===== config.mk =====
export PLATFORM = sky130hd
export DESIGN_NAME = seg_display_scanner
export DESIGN_NICKNAME = d
export VERILOG_FILES = /design/src/rtl/seg_display_scanner.sv
export SDC_FILE = /design/constraint.sdc
export NUM_CORES = 1
export LEC_CHECK = 0
export CAP_MARGIN = 20
export CORE_MARGIN = 4
export CORE_UTILIZATION = 30
export CTS_CLUSTER_SIZE = 12
export DETAILED_ROUTE_END_ITERATION = 12
export PLACE_DENSITY = 0.51
export SYNTH_ARGS = -nofsm -noshare
export SYNTH_HDL_FRONTEND = slang
export SYNTH_SLANG_ARGS = --single-unit

===== constraint.sdc =====
create_clock -name clock -period 4.2 [get_ports clock]
set_clock_uncertainty 0.1 [all_clocks]
set_input_delay 0.84 -clock clock [delete_from_list [all_inputs] [get_ports clock]]
set_output_delay 0.84 -clock clock [all_outputs]
set_load 0.02 [all_outputs]

===== src/rtl/seg_display_scanner.sv =====
// ---------------------------------------------------------------------------
// seg_display_scanner
//
// Time-multiplexed driver for a common-segment LED display. One digit is
// refreshed per slot, and an internal prescaler sets the slot length. The
// block also provides:
//   - brightness PWM on the digit enables,
//   - anti-ghost blanking at the start of every slot,
//   - per-digit masking,
//   - double-buffered (shadow/active) frames, so a displayed frame is never
//     a mix of old and new codes.
//
// Ports
//   clock       system clock
//   reset       synchronous, active-low
//   seg_in      digit i segment code at [i*SEG_W +: SEG_W], 1 = lit
//   dp_in       decimal point per digit, 1 = lit
//   load        one-clock strobe: capture seg_in/dp_in into the shadow frame
//   digit_mask  1 = digit enabled, sampled every clock
//   brightness  PWM duty, 0 = dark, all-ones = full on
//   seg_out     segment drive for the current digit
//   dp_out      decimal-point drive for the current digit
//   en_out      one-hot digit enable
//   frame_done  one-clock pulse when the last slot of a frame ends
// ---------------------------------------------------------------------------
module seg_display_scanner #(
    parameter int NUM_DIGITS  = 4,
    parameter int SEG_W       = 7,
    parameter int PRESCALE    = 50000,
    parameter int BLANK       = 16,
    parameter int DUTY_W      = 4,
    parameter int SEG_ACT_LOW = 0,
    parameter int EN_ACT_LOW  = 0
) (
    input  logic                        clock,
    input  logic                        reset,
    input  logic [NUM_DIGITS*SEG_W-1:0] seg_in,
    input  logic [NUM_DIGITS-1:0]       dp_in,
    input  logic                        load,
    input  logic [NUM_DIGITS-1:0]       digit_mask,
    input  logic [DUTY_W-1:0]           brightness,
    output logic [SEG_W-1:0]            seg_out,
    output logic                        dp_out,
    output logic [NUM_DIGITS-1:0]       en_out,
    output logic                        frame_done
);

    localparam int CNT_W = (PRESCALE > 1) ? $clog2(PRESCALE) : 1;
    localparam int DIG_W = $clog2(NUM_DIGITS);

    localparam logic [CNT_W-1:0] CNT_LAST  = CNT_W'(PRESCALE - 1);
    localparam logic [CNT_W-1:0] BLANK_END = CNT_W'(BLANK);
    localparam logic [DIG_W-1:0] DIG_LAST  = DIG_W'(NUM_DIGITS - 1);

    logic [CNT_W-1:0]  prescaler;
    logic [DIG_W-1:0]  digit;
    logic [DUTY_W-1:0] phase;

    logic [SEG_W-1:0]  shadow_seg [NUM_DIGITS];
    logic [SEG_W-1:0]  active_seg [NUM_DIGITS];
    logic [NUM_DIGITS-1:0] shadow_dp;
    logic [NUM_DIGITS-1:0] active_dp;
    logic              pending;

    logic [SEG_W-1:0]      seg_r;
    logic                  dp_r;
    logic [NUM_DIGITS-1:0] en_r;
    logic                  frame_done_r;

    logic                  slot_end;
    logic                  frame_wrap;
    logic                  lit;
    logic [NUM_DIGITS-1:0] en_next;

    assign slot_end   = (prescaler == CNT_LAST);
    assign frame_wrap = slot_end && (digit == DIG_LAST);

    // All-ones brightness is forced on; otherwise the phase comparison alone
    // would leave one dark clock per PWM period.
    assign lit = (brightness == {DUTY_W{1'b1}}) || (phase < brightness);

    // At most one enable can be set, and only for the current digit, so the
    // enables cannot overlap even across a slot change.
    always_comb begin
        en_next = '0;
        if (digit_mask[digit] && lit && (prescaler >= BLANK_END)) begin
            en_next[digit] = 1'b1;
        end
    end

    // Slot pacing, digit scan and free-running PWM phase.
    always_ff @(posedge clock) begin
        if (!reset) begin
            prescaler <= '0;
            digit     <= '0;
            phase     <= '0;
        end else begin
            phase <= phase + 1'b1;
            if (slot_end) begin
                prescaler <= '0;
                digit     <= (digit == DIG_LAST) ? '0 : digit + 1'b1;
            end else begin
                prescaler <= prescaler + 1'b1;
            end
        end
    end

    // Frame buffering. The active frame only changes on the frame wrap, and
    // it takes the shadow contents from before this clock's load. A load on
    // the wrap clock therefore stays pending until the following wrap.
    always_ff @(posedge clock) begin
        if (!reset) begin
            for (int i = 0; i < NUM_DIGITS; i++) begin
                shadow_seg[i] <= '0;
                active_seg[i] <= '0;
            end
            shadow_dp <= '0;
            active_dp <= '0;
            pending   <= 1'b0;
        end else begin
            if (frame_wrap && pending) begin
                for (int i = 0; i < NUM_DIGITS; i++) begin
                    active_seg[i] <= shadow_seg[i];
                end
                active_dp <= shadow_dp;
            end
            if (load) begin
                for (int i = 0; i < NUM_DIGITS; i++) begin
                    shadow_seg[i] <= seg_in[i*SEG_W +: SEG_W];
                end
                shadow_dp <= dp_in;
                pending   <= 1'b1;
            end else if (frame_wrap) begin
                pending <= 1'b0;
            end
        end
    end

    // Output registers, computed from this clock's counter state.
    always_ff @(posedge clock) begin
        if (!reset) begin
            seg_r        <= '0;
            dp_r         <= 1'b0;
            en_r         <= '0;
            frame_done_r <= 1'b0;
        end else begin
            seg_r        <= active_seg[digit];
            dp_r         <= active_dp[digit];
            en_r         <= en_next;
            frame_done_r <= frame_wrap;
        end
    end

    // Pin polarity is applied after the registers, so reset drives the
    // inactive level at the pins in both polarities.
    assign seg_out    = (SEG_ACT_LOW != 0) ? ~seg_r : seg_r;
    assign dp_out     = (SEG_ACT_LOW != 0) ? ~dp_r  : dp_r;
    assign en_out     = (EN_ACT_LOW  != 0) ? ~en_r  : en_r;
    assign frame_done = frame_done_r;

endmodule


# After elaboration in Yosys (flattened, before gate mapping)
# Memories as Yosys holds them, arrays and structs flattened. A register that Yosys moved wholly into a read port is not among the register bits.
# Cells that the tools add are included.
[totals] wordCells=64 in_bits=43 mem_bits_rw=56 regBits=37 n_memories=2 out_inout_bits=13
[memory_table] memory="active_seg" words=4 word_bits=7 rd=1 rd_clocked_by_memory_dff=1 write_ports=4 line="60" rtl="logic [SEG_W-1:0] active_seg [NUM_DIGITS];"
[memory_table] memory="shadow_seg" words=4 word_bits=7 rd=4 rd_clocked_by_memory_dff=0 write_ports=4 line="59" rtl="logic [SEG_W-1:0] shadow_seg [NUM_DIGITS];"
[classes] n_eq_ne=3 magnitude_cmp=4 n_reduce_logical=10 n_addsub=3 n_bitwise=9 mux=24
[ops] op="$mux W7" n=8
[ops] op="$add A16 B1 Y16 const B" n=1
[ops] op="$eq A16 B16 Y1 const B" n=1
[ops] op="$ge A16 B5 Y1 const B" n=1
[ops] op="$mux W1" n=12
[ops] op="$or A1 B1 Y1" n=8
[ops] op="$logic_and A1 B1 Y1" n=5
[ops] op="$add A4 B1 Y4 const B" n=1
[ops] op="$bmux W1 S2" n=2
[ops] op="$eq A4 B4 Y1 const B" n=1
[ops] op="$lt A4 B4 Y1" n=1
[ops] op="$lt A2 B3 Y1 const B" n=1
[ops] op="$add A2 B1 Y2 const B" n=1
[ops] op="$demux W1 S2" n=1
[ops] op="$eq A2 B2 Y1 const B" n=1
[ops] op="$ge A2 B1 Y1 const B" n=1
[ops] op="$mux W2" n=1
[ops] op="$reduce_and A2 Y1" n=1
[ops] op="$reduce_bool A2 Y1" n=1
[ops] op="$reduce_or A2 Y1" n=1
[ops] op="$logic_not A1 Y1" n=1
[ops] op="$logic_or A1 B1 Y1" n=1
[ops] op="$not A1 Y1" n=1

# Depth between registers and ports, before layout
[logic_depth] depth_word=7 ltp_mapped=6 depth_no_buf=6

# Worst setup path before layout
# OpenSTA, ideal clock, no wires.
[synth_path] path_kind="reg-to-reg" start="register prescaler[0]" end="memory active_seg[0][0], enable pin" t_arrival_ps=3156 setup_slack_ps=488 n_path_buf=0 stages_incl_launch_ff=5 setup_time_ps=456 synth_period_minus_slack_ps=3712 required_ps=3644 path_cell_list="dfxtp_1 ha_1 and3_1 nand3_4 o31ai_1"
[synth_lines] element="start: declaration" line="55" rtl="logic [CNT_W-1:0] prescaler;"
[synth_lines] element="start signal: assignment" line="103" rtl="prescaler <= prescaler + 1'b1;"
[synth_lines] element="end: declaration" line="60"

==> impl_metrics.ini <==
[status]
result_of_the_run = complete, no violations

[critical_path]
reg2reg_depth = 4
cpPeakStageDelay_ns = 0.74
arrival_ns = 2.60
cpLargestDelayFamily = simple AND/OR/NAND/NOR gates
worst_setup_path_end_kind = flip-flop
critical_path_class = flip-flop to flip-flop
critical_path_peak_fanout = 28
critPathSlowestCell = sky130_fd_sc_hd__dfxtp_1
worstPathBufferInverterCount = 0
critical_path.startpoint_type = flip-flop
timing.critical_path.required_ns = 4.31
crit_chain = ha_1 > nand3_4 > nor3_4 > and2_1
critical_path_cell_count = 4

[clock_network]
number_of_buffers_created_by_cts = 9
clock-root-buffer = sky130_fd_sc_hd__clkbuf_16
cts.hold.buffers_added = 0
cts_tree = yes
cts_setup_buffers = 0
worst_setup_hold_path_clk_slew_ns = 0.07
h-tree-depth = 3
numClockSinks = 100
clockBufferDepth = 2
clock_latency_ns = 0.34
cts_repair_resize_count = 0

[die]
core-area_mm2 = 0.0135
floorplan.die_area_mm2 = 0.0160
initial_utilization = 0.311
io-pin-count = 56
dieWidth_um = 126
floorplan.rows = 42
die_height_um = 126

[cells_and_area]
utilization_after_layout = 0.385
mostFrequentLayoutCell = sky130_fd_sc_hd__edfxtp_1
number_of_inserted_diodes = 0
multi_input_comb_area_mm2 = 0.00151
syn2layout_area_growth_pct = 23.8
fillers = 1317
sequential_cell_area_mm2 = 0.00256
drive_above_1_share = 0.0925
nNetsFinal = 437
final_cell_mix = sky130_fd_sc_hd__edfxtp_1 (56), sky130_fd_sc_hd__clkdlybuf4s50_1 (55), sky130_fd_sc_hd__dfxtp_1 (44)

[timing]
maxClockFrequency_ghz = 0.401
maxSlewViolCount = 0
post-route-period-util = 0.594
final.min_clock_period_ns = 2.50
setup-tns-final_ns = 0
grt_setup_unrepaired = false
report.final.setup_viol = 0
max-slew-margin-rel = 0.460
finalHoldViolations = 0
worstMarginPinSlew_ns = 0.807

[logic_synthesis]
synth_sequential_area_ratio = 0.609
synthesis.instances = 332
synth_unique_cells = 38
yosys_warnings = 0
synth_nets = 385
synth_seq_cells = 100
post_synth.cell_area_avg_um2 = 12.7
syn_area_mm2 = 0.00421

[min_path]
hp-class = flip-flop to flip-flop
min_delay_path_depth = 2

[grt]
number_of_antenna_violations_at_the_first_check_in_global_routing = 0
grt_start_max_net_pins = 44
grt.overflow.total = 0
grt_resource_usage_total = 0.104
first_global_vias = 2578
grt_pass1_wl_mm = 13.2

[route]
detailroute.via_count = 2561
firstDrtPassIters = 4
finalWirelength_mm = 7.84
initialDrtViolationCount = 144
detail_route.vias_per_cell = 4.53
remaining_drc_errors = 0
wl_per_cell_um = 13.9
postRouteAntennaNets = 0

[power]
ir_worst_vdd_uv = 222
leakagePower_nw = 1.95
power.density_mw_per_mm2 = 379

[placement]
routability_congestion_estimate = 0.742
place_hpwl_mm = 5.27
port-buffer-count = 55

[run]
maxCapViolCount = 0
==> stage by stage <==
step	total power, mW	std cells	hold WS [ns]	setup WS, ns	area, um^2
floorplan	1.16	332	0.330	0.488	4210
CTS	2.00	565	0.373	1.57	5200
detailed placement	1.22	549	0.364	1.54	4930
global placement	1.22	549	0.352	1.59	4930
finish	1.97	565	0.371	1.70	5200
global route	2.05	565	0.401	1.41	5200
==> worst reg2reg max path, stage by stage (launching register included) <==
cell	delay (ns)
sky130_fd_sc_hd__dfxtp_1	0.74
sky130_fd_sc_hd__ha_1	0.40
sky130_fd_sc_hd__nand3_4	0.18
sky130_fd_sc_hd__nor3_4	0.71
sky130_fd_sc_hd__and2_1	0.24
==> sequential cells by signal (all words and copies together), names as in the netlist <==
signal      count
active_dp       4
active_seg     28
digit           2
dp_out          1
en_out          4
frame_done      1
pending         1
phase           4
prescaler      16
seg_out         7
shadow_dp       4
shadow_seg     28
==> worst paths after layout <==
check               start          endpoint  slack, ns
max              digit[1]  active_seg[0][0]       1.70
min          active_dp[0]      active_dp[0]       0.37
max reg2reg      digit[1]  active_seg[0][0]       1.70
min reg2reg  active_dp[0]      active_dp[0]       0.37
==> synthesized netlist by cell type, drive strengths merged <==
master,count,share of area
edfxtp,56,0.40
dfxtp,44,0.21
and2,38,0.057
and3,31,0.046
nor2,29,0.026
clkbuf,14,0.013
inv,12,0.011
xnor2,12,0.025
nand4,11,0.016
ha,10,0.030
mux4,9,0.048
nor3,8,0.012
nand3,7,0.011
a21oi,6,0.0071
mux2i,6,0.014
o31ai,6,0.011
buf,5,0.010
nand2,5,0.0051
nor3b,4,0.0071
and4,3,0.0062
nor4,3,0.0080
xor2,3,0.0062
nand2b,2,0.0036
o21ai,2,0.0024
a41oi,1,0.0021
nor2b,1,0.0015
nor4b,1,0.0057
o31a,1,0.0021
or2,1,0.0015
or4,1,0.0018
==> cells by family (layout without fill, tap and decap cells) <==
| group | Yosys count | in the layout | share of synthesized area |
|---|---|---|---|
| AND/OR/NAND/NOR | 145 | 145 | 0.209 |
| buffers and inverters | 31 | 88 | 0.0339 |
| AO/OA/AOI/OAI | 16 | 16 | 0.0244 |
| XOR/XNOR | 15 | 15 | 0.0312 |
| adder cells (fa/ha/maj) | 10 | 10 | 0.0298 |
| multiplexers | 15 | 15 | 0.0625 |
| flip-flops | 100 | 100 | 0.609 |
==> cell type report <==
type	instances	area share
sequential	100	0.492
multi-input combinational	201	0.291
timing repair buffer	60	0.113
clock buffer	9	0.0433
tap	176	0.0423
clock inverter	7	0.00962
inverter	12	0.00865
==> metal layers <==
metal | GRT usage | routed length, um | vias up
met5 | 0 | 0 | -
met1 | 0.141 | 3760 | 1220
met4 | 0.0454 | 117 | 0
met2 | 0.159 | 3580 | 44
li1 | - | - | 1287
met3 | 0.0240 | 375 | 10
==> report_power, final <==
group / switching (mW) / internal (mW) / total [mW]
Sequential: 0.0153 / 1.07 / 1.09
Clock: 0.367 / 0.405 / 0.772
Combinational: 0.0494 / 0.0614 / 0.111
Total: 0.432 / 1.54 / 1.97
Note: power is estimated with default switching activity, not from simulation.
